--- config.mk ---
export PLATFORM = sky130hd
export DESIGN_NAME = jlsemi_util_sync_filter_multi
export DESIGN_NICKNAME = d
export VERILOG_FILES = /design/src/rtl/jlsemi_util_pkg.sv /design/src/rtl/jlsemi_util_sync_filter_ch.sv /design/src/rtl/jlsemi_util_sync_filter_multi.sv
export SDC_FILE = /design/constraint.sdc
export NUM_CORES = 1
export LEC_CHECK = 0
export CORE_MARGIN = 2
export CORE_UTILIZATION = 56
export CTS_CLUSTER_SIZE = 25
export DETAILED_ROUTE_END_ITERATION = 12
export GPL_ROUTABILITY_DRIVEN = 1
export PLACE_DENSITY = 0.82
export SKIP_CTS_REPAIR_TIMING = 1
export SLEW_MARGIN = 20
export SYNTH_ARGS = -nofsm -noshare
export SYNTH_HDL_FRONTEND = slang
export SYNTH_SLANG_ARGS = --single-unit
--- constraint.sdc ---
create_clock -name clk -period 2.6 [get_ports clk]
set_input_delay 0.26 -clock clk [delete_from_list [all_inputs] [get_ports clk]]
set_output_delay 0.26 -clock clk [all_outputs]
set_load 0.03 [all_outputs]
--- src/rtl/jlsemi_util_pkg.sv ---
// Shared helpers for the jlsemi utility blocks.
package jlsemi_util_pkg;

  // Number of bits needed to encode values 0..value-1 (ceil(log2(value))).
  // A value of 0 or 1 yields 0; callers size counters with clog2(N+1).
  function automatic int unsigned clog2(input int unsigned value);
    int unsigned v;
    int unsigned res;
    res = 0;
    v   = (value > 0) ? value - 1 : 0;
    while (v > 0) begin
      res = res + 1;
      v   = v >> 1;
    end
    return res;
  endfunction

endpackage : jlsemi_util_pkg

--- src/rtl/jlsemi_util_sync_filter_ch.sv ---
// One channel of the multi-channel synchronizer: a SYNC_STEP-deep
// synchronizer chain, a stability filter that only lets dout follow the
// synchronized level after FILT_CNT consecutive mismatching cycles, and
// registered rise/fall pulses aligned with the dout change.
module jlsemi_util_sync_filter_ch
  import jlsemi_util_pkg::*;
#(
  parameter int unsigned SYNC_STEP = 2,
  parameter logic        RST_BIT   = 1'b0,
  parameter int unsigned FILT_CNT  = 4
) (
  input  logic clk,
  input  logic rst_n,
  input  logic din,
  input  logic filt_en,
  output logic dout,
  output logic rise,
  output logic fall
);

  localparam int unsigned     CNT_W    = clog2(FILT_CNT + 1);
  localparam logic [CNT_W-1:0] CNT_LAST = CNT_W'(FILT_CNT - 1);

  // Last synchronizer stage, the first point where din is safe to use.
  logic sq;

`ifdef JL_SYNTHESIS
  // Library synchronizer cell with dont-touch attributes so the flops are
  // kept together, placed close and never retimed or merged.
  jlsemi_util_sync_cell_dt #(
    .STAGES  (SYNC_STEP),
    .RST_VAL (RST_BIT)
  ) u_sync_dt (
    .clk   (clk),
    .rst_n (rst_n),
    .d     (din),
    .q     (sq)
  );
`else
  logic [SYNC_STEP-1:0] sync_q;
  logic [SYNC_STEP-1:0] sync_d;

  // Shift the asynchronous level in at bit 0; the MSB is the output stage.
  always_comb begin
    sync_d = {sync_q[SYNC_STEP-2:0], din};
  end

  // Synchronizer flops; reset to the channel's idle level so a din that
  // already equals RST_BIT produces no edge after reset release.
  always_ff @(posedge clk or negedge rst_n) begin
    if (!rst_n) begin
      sync_q <= {SYNC_STEP{RST_BIT}};
    end else begin
      sync_q <= sync_d;
    end
  end

  assign sq = sync_q[SYNC_STEP-1];
`endif

  logic [CNT_W-1:0] cnt_q;
  logic [CNT_W-1:0] cnt_d;
  logic             dout_q;
  logic             dout_d;
  logic             rise_q;
  logic             fall_q;

  // Stability filter: count consecutive cycles where sq disagrees with
  // dout; commit sq on the FILT_CNT-th such cycle. Any agreement, or the
  // bypass mode, clears the count so a new mismatch always starts at 0.
  always_comb begin
    cnt_d  = '0;
    dout_d = dout_q;
    if (!filt_en) begin
      dout_d = sq;
    end else if (sq != dout_q) begin
      if (cnt_q == CNT_LAST) begin
        dout_d = sq;
      end else begin
        cnt_d = cnt_q + 1'b1;
      end
    end
  end

  // Output state; edge pulses are derived from the next dout so they rise
  // in the same cycle the registered dout changes.
  always_ff @(posedge clk or negedge rst_n) begin
    if (!rst_n) begin
      cnt_q  <= '0;
      dout_q <= RST_BIT;
      rise_q <= 1'b0;
      fall_q <= 1'b0;
    end else begin
      cnt_q  <= cnt_d;
      dout_q <= dout_d;
      rise_q <= ~dout_q & dout_d;
      fall_q <= dout_q & ~dout_d;
    end
  end

  assign dout = dout_q;
  assign rise = rise_q;
  assign fall = fall_q;

endmodule : jlsemi_util_sync_filter_ch

--- src/rtl/jlsemi_util_sync_filter_multi.sv ---
// Multi-channel asynchronous-level synchronizer with per-channel glitch
// filter and rise/fall pulse outputs. Each channel is an independent
// instance of jlsemi_util_sync_filter_ch; filt_en is shared.
module jlsemi_util_sync_filter_multi
  import jlsemi_util_pkg::*;
#(
  parameter int unsigned       NUM_CH    = 4,
  parameter int unsigned       SYNC_STEP = 2,
  parameter logic [NUM_CH-1:0] RST_VAL   = {NUM_CH{1'b0}},
  parameter int unsigned       FILT_CNT  = 4
) (
  input  logic              clk,
  input  logic              rst_n,
  input  logic [NUM_CH-1:0] din,
  input  logic              filt_en,
  output logic [NUM_CH-1:0] dout,
  output logic [NUM_CH-1:0] rise,
  output logic [NUM_CH-1:0] fall
);

  // Width of each channel's filter counter; derived, never overridden.
  localparam int unsigned CNT_W = clog2(FILT_CNT + 1);

  // Reject configurations the channel logic is not built for.
  if (NUM_CH < 1 || NUM_CH > 32) begin : g_bad_num_ch
    $error("jlsemi_util_sync_filter_multi: NUM_CH must be 1..32");
  end
  if (SYNC_STEP < 2 || SYNC_STEP > 4) begin : g_bad_sync_step
    $error("jlsemi_util_sync_filter_multi: SYNC_STEP must be 2..4");
  end
  if (FILT_CNT < 1 || FILT_CNT > 255 || CNT_W > 8) begin : g_bad_filt_cnt
    $error("jlsemi_util_sync_filter_multi: FILT_CNT must be 1..255");
  end

  // One fully independent synchronizer/filter per channel.
  for (genvar g = 0; g < NUM_CH; g++) begin : g_ch
    jlsemi_util_sync_filter_ch #(
      .SYNC_STEP (SYNC_STEP),
      .RST_BIT   (RST_VAL[g]),
      .FILT_CNT  (FILT_CNT)
    ) u_ch (
      .clk     (clk),
      .rst_n   (rst_n),
      .din     (din[g]),
      .filt_en (filt_en),
      .dout    (dout[g]),
      .rise    (rise[g]),
      .fall    (fall[g])
    );
  end

endmodule : jlsemi_util_sync_filter_multi

### Yosys cells after proc, flatten, opt, wreduce, memory -nomap -nowiden

Index checks and enable logic that the tools add are counted.

| storage, ports and cells | value |
|---|---|
| register bits | 32 |
| bits in latches | 0 |
| bits in writable memories | 0 |
| memory bits (read-only) | 0 |
| input port bits | 7 |
| output and inout port bits | 12 |
| logic and storage cells | 72 |
| memories kept | 0 |

| operators by class | value |
|---|---|
| $add $sub $neg | 4 |
| multiply operators | 0 |
| divide/modulo/power cells | 0 |
| order comparisons | 0 |
| eq/ne operators | 8 |
| shifts and indexed selects | 0 |
| muxes and demuxes | 24 |
| bitwise operators | 16 |
| reductions and logical operators | 0 |

Operators by type and width:

| kind | number |
|---|---|
| two-way mux 3 bit | 12 |
| adder 3 x 1 -> 3 bit, second input constant | 4 |
| == test 3 x 2 -> 1 bit, second input constant | 4 |
| two-way mux 1 bit | 12 |
| AND 1 bit | 8 |
| NOT 1 bit | 8 |
| inequality test 1 bit | 4 |

### Depth between registers and ports, before layout

Gate-level depths: netlist (run 1).

| depth | value |
|---|---|
| word-level depth | 6 |
| depth in mapped cells | 4 |

### By module

Synthesis (run 1) repeated with hierarchy kept, for this count alone.

| second synthesis, totals | value |
|---|---|
| cell total of the unflattened synthesis | 82 |
| area total of the unflattened synthesis | 1,207.4 um^2 |

Modules (own cells, without submodules):

| module | instances | cells an instance | area an instance (um^2) |
|---|---|---|---|
| jlsemi_util_sync_filter_ch at g_ch[1].u_ch ... | 3 | 21 | 301.5 |
| jlsemi_util_sync_filter_ch at g_ch[0].u_ch | 1 | 19 | 302.8 |

### Least setup slack after synthesis (run 1)

Ideal clock, no wire load.

| timing path | value |
|---|---|
| path kind | register -> register |
| from | register g_ch[2].u_ch.cnt_q[0] |
| to | register g_ch[2].u_ch.dout_q |
| data arrival time | 1,089 ps |
| required time | 2,475 ps |
| setup slack | 1,385 ps |
| stages on the path, launching flop included | 5 |
| clock period less this slack | 1,215 ps |
| path through | dfrtp_1 ha_1 nand2b_1 and2_4 mux2_4 |

| on the way | value |
|---|---|
| word-level cells in the longest chain between the ends | 4 |

Ends and longest elaborated chain:

| item | RTL line | source |
|---|---|---|
| start, declared | jlsemi_util_sync_filter_ch.sv:61 | `logic [CNT_W-1:0] cnt_q;` |
| start signal, assigned | jlsemi_util_sync_filter_ch.sv:94 | `cnt_q <= cnt_d;` |
| == test 3 x 2 -> 1 bit | jlsemi_util_sync_filter_ch.sv:77 | `if (cnt_q == CNT_LAST) begin` |
| two-way mux 1 bit | jlsemi_util_sync_filter_ch.sv:77 |  |
| two-way mux 1 bit | jlsemi_util_sync_filter_ch.sv:76 | `end else if (sq != dout_q) begin` |
| two-way mux 1 bit | jlsemi_util_sync_filter_ch.sv:74 | `if (!filt_en) begin` |
| net g_ch[2].u_ch.dout_d | jlsemi_util_sync_filter_ch.sv:64 | `logic dout_d;` |
| end signal, assigned | jlsemi_util_sync_filter_ch.sv:95 | `dout_q <= dout_d;` |
| end, declared | jlsemi_util_sync_filter_ch.sv:63 | `logic dout_q;` |

The timed path passes the listed nets, and every way through them passes these cells.

### Worst setup path in the final report (run 1)

| timing path | value |
|---|---|
| from | register g_ch[3].u_ch.dout_q |
| to | output dout[3] |

RTL lines:

| item | RTL line | source |
|---|---|---|
| start, declared | jlsemi_util_sync_filter_ch.sv:63 |  |
| start signal, assigned | jlsemi_util_sync_filter_ch.sv:95 |  |
| end, declared | jlsemi_util_sync_filter_multi.sv:16 | `output logic [NUM_CH-1:0] dout,` |

No word-level cell between the ends.

==> flow_metrics.py, run 1 <==
metrics = {
    "outcome": {
        "outcome": "complete, no violations",
    },
    "routing": {
        "drtIter0Drc": 2,
        "dr.pass1.iters": 3,
        "drc": 0,
        "routed_via_density": 4.97,
        "drtAntennaViolNets": 0,
        "wl_per_cell_um": 11.9,
        "num_vias": 661,
        "drt-total-wl_um": 1580,
    },
    "grt": {
        "grtUsageTotal": 0.152,
        "met2_usage": 0.239,
        "grt_pass1_vias": 672,
        "grt_pass1_wl_um": 2860,
        "grt_util_met1": 0.181,
        "grt_max_degree": 33,
        "grt_antenna_before_repair": 0,
        "met3_usage": 0.0517,
        "grt.overflow.total": 0,
        "busiest_layer": "met2",
    },
    "setup_path": {
        "path_delay_family": "buffers and inverters",
        "path_class": "reg2out",
        "cp.depth": 1,
        "rr_startpoint": "g_ch[2].u_ch.cnt_q[0]$_DFF_PN0_",
        "worstPathArrival_ns": 1.44,
        "cp-start-kind": "register",
        "path_buf_inv": 1,
        "r2r-end": "g_ch[2].u_ch.dout$_DFF_PN0_",
        "critPathLaunch": "g_ch[3].u_ch.dout$_DFF_PN0_",
        "cpPeakStageDelay_ns": 0.69,
        "required_ns": 2.34,
        "slowest_stage": "clkdlybuf4s50_1",
        "endpoint": "dout[3]",
        "path_cells": "clkdlybuf4s50_1",
        "cp-end-kind": "output pin",
        "r2r_cells": 4,
        "path_max_fanout": 5,
        "reg2reg_slack_ns": 1.29,
    },
    "cts": {
        "clock_path_buffers": 2,
        "clkTransAtPathRegs_ns": 0.09,
        "insertion_delay_ns": 0.32,
        "cts.sinks": 32,
        "root_buffer": "clkbuf_4",
        "cts_buffers": 5,
        "cts_tree": "built",
        "htree_levels": 2,
    },
    "synthesis": {
        "synth_area_sq_um": 1280,
        "yosysTopAreaCellShare": 0.627,
        "ys_seq_elements": 32,
        "yosys_warnings": 0,
        "syn_nets": 102,
        "yosys-top-cells-area": "dfrtp_1, buf_4, nor3b_1",
        "synthCells": 91,
        "yosysTopAreaCell": "dfrtp_1",
        "yosysUniqueCellTypes": 14,
        "synth-seq-area-share": 0.627,
        "syn_avg_cell_area_sq_um": 14.0,
    },
    "timing": {
        "maxSlewHeadroom": 0.742,
        "worst_pin_slew_ns": 0.387,
        "fin_skew_ns": 0.00278,
        "tns_ns": 0,
        "finalCritPeriodShare": 0.653,
        "setup-violations-final": 0,
        "slew_violations": 0,
        "hold_violations": 0,
        "max_freq_mhz": 589,
        "grt_setup_unrepaired": "false",
        "holdWs_ns": 0.317,
        "layout_min_cycle_time_ns": 1.70,
    },
    "finish": {
        "diodes": 0,
        "syn_to_final_growth_pct": 14.6,
        "layout-drive-gt1-share": 0.200,
        "nNetsFinal": 115,
        "multi_input_comb_area_sq_um": 378,
        "fin_util": 0.668,
        "regArea_sq_um": 801,
        "num-fill-cells": 158,
    },
    "place": {
        "dp_hpwl_um": 1170,
        "gp_congestion": 0.705,
        "port-buffer-count": 18,
    },
    "floorplanning": {
        "die_height_um": 51.7,
        "rows": 17,
        "start_util": 0.583,
        "fp.coreArea_sq_um": 2190,
        "ioPinCount": 19,
        "die_area_sq_um": 2680,
        "die_x_um": 51.7,
    },
    "pwr": {
        "comb_power_share": 0.136,
        "powerDensity_nw_per_um2": 661,
        "intPower_w": 0.000719,
        "p_seq_frac": 0.568,
        "clkPwrFrac": 0.296,
        "leakagePower_nw": 0.702,
        "ir_drop_mv": 0.411,
        "p_switching_w": 0.000247,
        "swShare": 0.256,
    },
    "hold_path": {
        "hp-class": "in2async",
    },
    "run": {
        "drv_cap": 0,
    },
}
## power groups by stage
stage	combinational [W]	sequential (W)	clock, W
global placement	0.000129	0.000557	0
detailed placement	0.000133	0.000560	0
global route	0.000145	0.000553	0.000321
floorplan	0.0000994	0.000555	0
CTS	0.000134	0.000550	0.000297
finish	0.000131	0.000549	0.000286
## final cells by class
type                            count  area share
Clock inverter                      2     0.00684
Tap cell                           28      0.0240
Sequential cell                    32       0.547
Timing Repair Buffer               19       0.128
Multi-Input combinational cell     46       0.258
Clock buffer                        6      0.0351
## cells in the mapped netlist
cell / count
mux2_4: 2
nand2b_1: 4
and2_4: 2
and3_2: 2
nor3b_1: 8
nor2_1: 2
xor2_1: 4
nand2_1: 8
dfrtp_1: 32
nor3b_2: 4
buf_4: 13
ha_1: 4
mux2_2: 2
and3b_1: 4
## layout by cell type, fill, tap and decap left out, drive strengths merged
| cell | netlist | final |
|---|---|---|
| nor3b | 12 | 12 |
| ha | 4 | 4 |
| and3b | 4 | 4 |
| dfrtp | 32 | 32 |
| clkinv | 0 | 2 |
| nor2 | 2 | 2 |
| buf | 13 | 1 |
| clkdlybuf4s50 | 0 | 18 |
| mux2 | 4 | 4 |
| nand2 | 8 | 8 |
| xor2 | 4 | 4 |
| and3 | 2 | 2 |
| and2 | 2 | 2 |
| clkbuf | 0 | 6 |
| nand2b | 4 | 4 |
## state kept, by name, indices dropped and copies added (netlist names)
register and cells:
g_ch.u_ch.fall 4, g_ch.u_ch.rise 4, g_ch.u_ch.dout 4, g_ch.u_ch.cnt_q 12, g_ch.u_ch.sync_q 8
## metrics by stage
step                      setup slack (ns)  total power, W  instances  area [sq um]
after floorplan                       1.39        0.000654         91          1280
after global placement                1.03        0.000687        125          1400
after detailed placement              1.01        0.000693        125          1400
after CTS                            0.884        0.000980        133          1460
after global routing                 0.853         0.00102        133          1460
final                                0.901        0.000967        133          1460
## metal layers
metal	vias to the layer above	routed length, um
met5	-	0
met4	0	23
met3	3	75
met2	16	818
met1	326	664
li1	316	-
## worst min path at each step
| stage | startpoint | endpoint | slack (ns) | depth (start not counted) |
|---|---|---|---|---|
| floorplan | rst_n | g_ch[0].u_ch.cnt_q[0]$_DFF_PN0_ | -0.04 | 0 |
| global placement | g_ch[1].u_ch.sync_q[0]$_DFF_PN0_ | g_ch[1].u_ch.sync_q[1]$_DFF_PN0_ | 0.33 | 0 |
| detailed placement | g_ch[3].u_ch.sync_q[0]$_DFF_PN0_ | g_ch[3].u_ch.sync_q[1]$_DFF_PN0_ | 0.34 | 0 |
| CTS | rst_n | g_ch[2].u_ch.sync_q[0]$_DFF_PN0_ | 0.32 | 2 |
| global route | rst_n | g_ch[1].u_ch.sync_q[0]$_DFF_PN0_ | 0.36 | 2 |
| finish | rst_n | g_ch[1].u_ch.sync_q[0]$_DFF_PN0_ | 0.32 | 2 |
## kinds of logic (layout without fill, tap and decap cells)
logic type,count (synthesis),count (layout),synth area share
xor gates and xnor gates,4,4,0.0274
adders and majority gates,4,4,0.0392
buffers and inverters,13,27,0.0765
DFF,32,32,0.627
muxes,4,4,0.0412
and+or+nand+nor,34,34,0.188
Power figures use the tool's default switching activity.
==> run 2, diff against run 1 <==
Settings changed: CORE_UTILIZATION 56 to 47, PLACE_DENSITY 0.82 to 0.74.
Clock period 2.6 ns to 1.4 ns, I/O delays scaled along.
==> run 2 against run 1 <==
- worst hold slack lost 0.12 ns
- wire length grew 4.0%
- clock-buffer cell count is the same
- utilization shrank 6.9 points
- sequential share of layout area shrank 1.7 points
- largest cell class unchanged
==> flow_metrics.py, run 2 (synthesis gave the netlist of run 1 again) <==
metrics = {
    "finish": {
        "diodes": 0,
        "largest_register": "g_ch.u_ch.cnt_q",
        "syn_to_final_growth_pct": 18.3,
        "layout_commonest_cell": "dfrtp_1",
        "largestRegisters": "g_ch.u_ch.cnt_q x12, g_ch.u_ch.sync_q x8",
        "final_cell_mix": "dfrtp_1, dlymetal6s2s_1, nand2_1, nor3b_1, clkdlybuf4s50_1",
        "final_area_sq_um": 1510,
        "layout-drive-gt1-share": 0.190,
        "nNetsFinal": 115,
        "largest_reg_flops": 12,
    },
    "place": {
        "post-place-ws_ns": -0.0364,
        "dpl_cell_area_sq_um": 1400,
        "port-buffer-count": 18,
        "gp_congestion": 0.676,
        "dp_hpwl_um": 1100,
    },
    "setup_path": {
        "worstPathArrival_ns": 1.49,
        "path_class": "reg2reg",
        "required_ns": 1.61,
        "r2r-end": "g_ch[3].u_ch.dout$_DFF_PN0_",
        "slowest_stage": "dfrtp_1",
        "path_delay_family": "flip-flops",
        "path_max_fanout": 3,
        "path_buf_inv": 0,
        "path_cells": "ha_1 > nand2b_1 > and2_4 > mux2_4",
        "cp-end-kind": "register",
        "cp-start-kind": "register",
        "rr_startpoint": "g_ch[3].u_ch.cnt_q[0]$_DFF_PN0_",
        "r2r_cells": 4,
        "reg2reg_slack_ns": 0.12,
        "cpPeakStageDelay_ns": 0.41,
    },
    "timing": {
        "worst_pin_slew_ns": 0.389,
        "setup-violations-final": 0,
        "slew_violations": 0,
        "final.setup.worst_slack_ns": 0.116,
        "hold_violations": 0,
        "layout_min_cycle_time_ns": 1.28,
        "holdWs_ns": 0.194,
        "max_freq_mhz": 779,
        "finalCritPeriodShare": 0.917,
        "grt_setup_unrepaired": "false",
        "maxSlewHeadroom": 0.740,
        "fin_skew_ns": 0.00860,
    },
    "cts": {
        "clkTransAtPathRegs_ns": 0.10,
        "root_buffer": "clkbuf_4",
        "insertion_delay_ns": 0.32,
        "cts_tree": "built",
        "cts.sinks": 32,
        "cts_buffers": 5,
        "htree_levels": 2,
        "clock_path_buffers": 2,
    },
    "grt": {
        "grt_pass1_vias": 682,
        "grtUsageTotal": 0.128,
        "grt_max_degree": 33,
        "grt_antenna_before_repair": 0,
        "grt_pass1_wl_um": 2990,
        "grt.overflow.total": 0,
    },
    "pwr": {
        "clkPwrFrac": 0.349,
        "ir_drop_mv": 1.05,
        "intPower_w": 0.00147,
        "comb_power_share": 0.124,
        "swShare": 0.242,
        "p_seq_frac": 0.527,
        "p_switching_w": 0.000467,
        "leakagePower_nw": 0.873,
        "powerDensity_nw_per_um2": 1280,
    },
    "run": {
        "drv_cap": 0,
    },
    "routing": {
        "dr.pass1.iters": 4,
        "num_vias": 650,
        "drtIter0Drc": 3,
        "routed_via_density": 4.81,
        "drc": 0,
        "wl_per_cell_um": 12.2,
        "drt-total-wl_um": 1650,
        "drtAntennaViolNets": 0,
    },
    "floorplanning": {
        "ioPinCount": 19,
        "fp.coreArea_sq_um": 2520,
        "rows": 18,
        "die_x_um": 56.1,
        "die_height_um": 56.1,
        "die_area_sq_um": 3150,
        "start_util": 0.506,
    },
    "outcome": {
        "outcome": "complete, no violations",
    },
    "hold_path": {
        "hp-class": "in2async",
    },
}
run 2: per-stage QoR:
step	total power [W]	utilization	instances	setup TNS (ns)
finish	0.00193	0.599	135	0
global route	0.00205	0.599	135	0
CTS	0.00197	0.587	135	-1.49
detailed placement	0.00129	0.557	127	-0.0720
global placement	0.00127	0.557	127	-0.0791
floorplan	0.00121	-	91	0
run 2: cell type report:
class,instances,area [sq um]
multi-input combinational,46,378
sequential,32,801
tap,30,37.5
clock inverter,2,35.0
fill,205,1010
timing repair buffer,19,218
clock buffer,6,41.3
run 2: worst max path at each step:
stage	from	end	slack, ns	cells past startpoint
3_3_place_gp	filt_en	g_ch[2].u_ch.dout$_DFF_PN0_	-0.04	3
6_report	g_ch[3].u_ch.cnt_q[0]$_DFF_PN0_	g_ch[3].u_ch.dout$_DFF_PN0_	0.12	4
4_1_cts	g_ch[0].u_ch.dout$_DFF_PN0_	dout[0]	-0.21	1
3_5_place_dp	filt_en	g_ch[3].u_ch.dout$_DFF_PN0_	-0.04	3
2_1_floorplan	g_ch[2].u_ch.cnt_q[0]$_DFF_PN0_	g_ch[2].u_ch.dout$_DFF_PN0_	0.19	4
5_1_grt	g_ch[3].u_ch.cnt_q[0]$_DFF_PN0_	g_ch[3].u_ch.dout$_DFF_PN0_	0.05	4
run 2: power groups by stage:
stage,clock [W],sequential (W),combinational [W]
CTS,0.000703,0.00102,0.000248
finish,0.000675,0.00102,0.000240
floorplan,0,0.00103,0.000185
global placement,0,0.00103,0.000241
detailed placement,0,0.00104,0.000246
global route,0.000757,0.00103,0.000263
run 2: per-layer routing:
layer | share of wire | up-vias | GRT usage
met5 | 0 | - | 0
met3 | 0.066 | 0 | 0.0814
met2 | 0.49 | 17 | 0.168
met4 | 0 | 0 | 0.0612
li1 | - | 316 | -
met1 | 0.45 | 317 | 0.164
==> run 3, diff against run 2 <==
Settings changed: REMOVE_ABC_BUFFERS set to 1.
==> run 3 against run 2 <==
- worst hold slack better by 0.020 ns
- first-iteration DRC count up 33%
- clock skew down 0.0030 ns
- highest routed layer is now met4
- utilization down 0.60 points
- largest cell class unchanged
- global-route usage down 0.12 points
- critical endpoint is now g_ch[2].u_ch.dout$_DFF_PN0_
- sequential share of layout area up 0.53 points
- via count up 3.5%
- sequential power about the same
- non-clock buffer count up 2
==> flow_metrics.py, run 3 (synthesis gave the netlist of run 1 again) <==
metrics = {
    "pwr": {
        "powerDensity_nw_per_um2": 1160,
        "swShare": 0.258,
        "comb_power_share": 0.148,
        "ir_drop_mv": 0.894,
        "p_seq_frac": 0.586,
        "p_switching_w": 0.000447,
        "leakagePower_nw": 0.869,
        "intPower_w": 0.00129,
        "clkPwrFrac": 0.266,
        "power.total_w": 0.00173,
    },
    "timing": {
        "finalCritPeriodShare": 0.915,
        "layout_min_cycle_time_ns": 1.28,
        "fin_skew_ns": 0.00563,
        "holdWs_ns": 0.214,
        "setup-violations-final": 0,
        "worst_pin_slew_ns": 0.392,
        "max_freq_mhz": 781,
        "maxSlewHeadroom": 0.739,
        "grt_setup_unrepaired": "false",
        "final.setup.worst_slack_ns": 0.119,
        "hold_violations": 0,
        "slew_violations": 0,
    },
    "finish": {
        "layout-drive-gt1-share": 0.198,
        "num-fill-cells": 208,
        "largestRegisters": "g_ch.u_ch.cnt_q x12, g_ch.u_ch.sync_q x8",
        "largest_reg_flops": 12,
        "diodes": 0,
        "final_area_sq_um": 1500,
        "largest_register": "g_ch.u_ch.cnt_q",
        "final_cell_mix": "dfrtp_1, dlymetal6s2s_1, nand2_1, nor3b_1, clkdlybuf4s50_1",
        "nNetsFinal": 117,
        "syn_to_final_growth_pct": 17.2,
        "layout_commonest_cell": "dfrtp_1",
        "fin_cells": 136,
        "regArea_sq_um": 801,
        "multi_input_comb_area_sq_um": 378,
    },
    "setup_path": {
        "path_max_fanout": 3,
        "worstPathArrival_ns": 1.48,
        "required_ns": 1.60,
        "path_class": "reg2reg",
        "cp-start-kind": "register",
        "cp-end-kind": "register",
    },
    "routing": {
        "drtIter0Drc": 4,
        "drc": 0,
        "num_vias": 673,
        "wl_per_cell_um": 13.1,
        "dr.pass1.iters": 4,
        "drt-total-wl_um": 1780,
        "drtAntennaViolNets": 0,
        "routed_via_density": 4.95,
    },
    "place": {
        "dp_cells": 129,
        "post-place-ws_ns": -0.0568,
        "dpl_cell_area_sq_um": 1420,
        "dp_hpwl_um": 1220,
        "port-buffer-count": 18,
        "gp_congestion": 0.644,
    },
    "cts": {
        "clock_path_buffers": 2,
        "root_buffer": "clkbuf_4",
        "cts_buffers": 5,
        "cts_tree": "built",
        "htree_levels": 2,
        "clkTransAtPathRegs_ns": 0.09,
        "insertion_delay_ns": 0.31,
        "cts.sinks": 32,
    },
    "grt": {
        "grt_max_degree": 33,
        "grt_antenna_before_repair": 0,
        "grt_pass1_wl_um": 2970,
        "grtUsageTotal": 0.127,
        "grt_pass1_vias": 690,
        "grt.overflow.total": 0,
    },
    "hold_path": {
        "hp-class": "in2async",
    },
    "outcome": {
        "outcome": "complete, no violations",
    },
    "floorplanning": {
        "rows": 18,
        "die_x_um": 56.1,
        "die_area_sq_um": 3150,
        "start_util": 0.506,
        "die_height_um": 56.1,
        "fp.coreArea_sq_um": 2520,
        "ioPinCount": 19,
    },
    "run": {
        "drv_cap": 0,
    },
}
run 3: cell types whose count changed in the layout (fill, tap and decap cells not counted), sizes merged:
| cell | previous run | this run |
|---|---|---|
| buf | 1 | 3 |
| bufinv | 1 | 0 |
run 3: worst max-delay path, cell delays in order, from the launching register on:
cell      delay (ns)
dfrtp_1         0.40
ha_1            0.23
nand2b_1        0.09
and2_4          0.16
mux2_4          0.29
run 3: worst paths after layout:
kind	cells past startpoint	end	slack, ns	start
worst max-delay path	4	g_ch[2].u_ch.dout$_DFF_PN0_	0.12	g_ch[2].u_ch.cnt_q[0]$_DFF_PN0_
worst min-delay path	2	g_ch[2].u_ch.cnt_q[1]$_DFF_PN0_	0.21	rst_n
worst max register to register	4	g_ch[2].u_ch.dout$_DFF_PN0_	0.12	g_ch[2].u_ch.cnt_q[0]$_DFF_PN0_
worst min register to register	0	g_ch[0].u_ch.sync_q[1]$_DFF_PN0_	0.36	g_ch[0].u_ch.sync_q[0]$_DFF_PN0_
max in group asynchronous	2	g_ch[2].u_ch.dout$_DFF_PN0_	0.91	rst_n
min in group clk	1	g_ch[0].u_ch.sync_q[0]$_DFF_PN0_	0.26	din[0]
run 3: power by group through the flow:
stage / Sequential (W) / Clock, W / Combinational [W]
after floorplan: 0.00108 / 0 / 0.0000891
after global placement: 0.00103 / 0 / 0.000255
after detailed placement: 0.00104 / 0 / 0.000263
after CTS: 0.00102 / 0.000492 / 0.000265
after global routing: 0.00102 / 0.000532 / 0.000280
final: 0.00102 / 0.000461 / 0.000257
run 3: final cells by class:
cell class,count,area share
clock buffers,6,0.0276
clock inverters,1,0.00335
multi-input cells,46,0.253
flip-flops and latches,32,0.536
well taps,30,0.0251
repair buffers,21,0.156
run 3: stage by stage:
stage               setup TNS (ns)  utilization
CTS                          -1.15        0.581
finish                           0        0.593
global placement           -0.0874        0.563
floorplan                        0            -
detailed placement          -0.113        0.563
global route                     0        0.593
run 3: per-layer routing:
| layer | share of wire | global-route usage |
|---|---|---|
| met1 | 0.42 | 0.134 |
| met2 | 0.51 | 0.210 |
| met3 | 0.065 | 0.0767 |
| met4 | 0.0056 | 0.0408 |
| met5 | 0 | 0 |
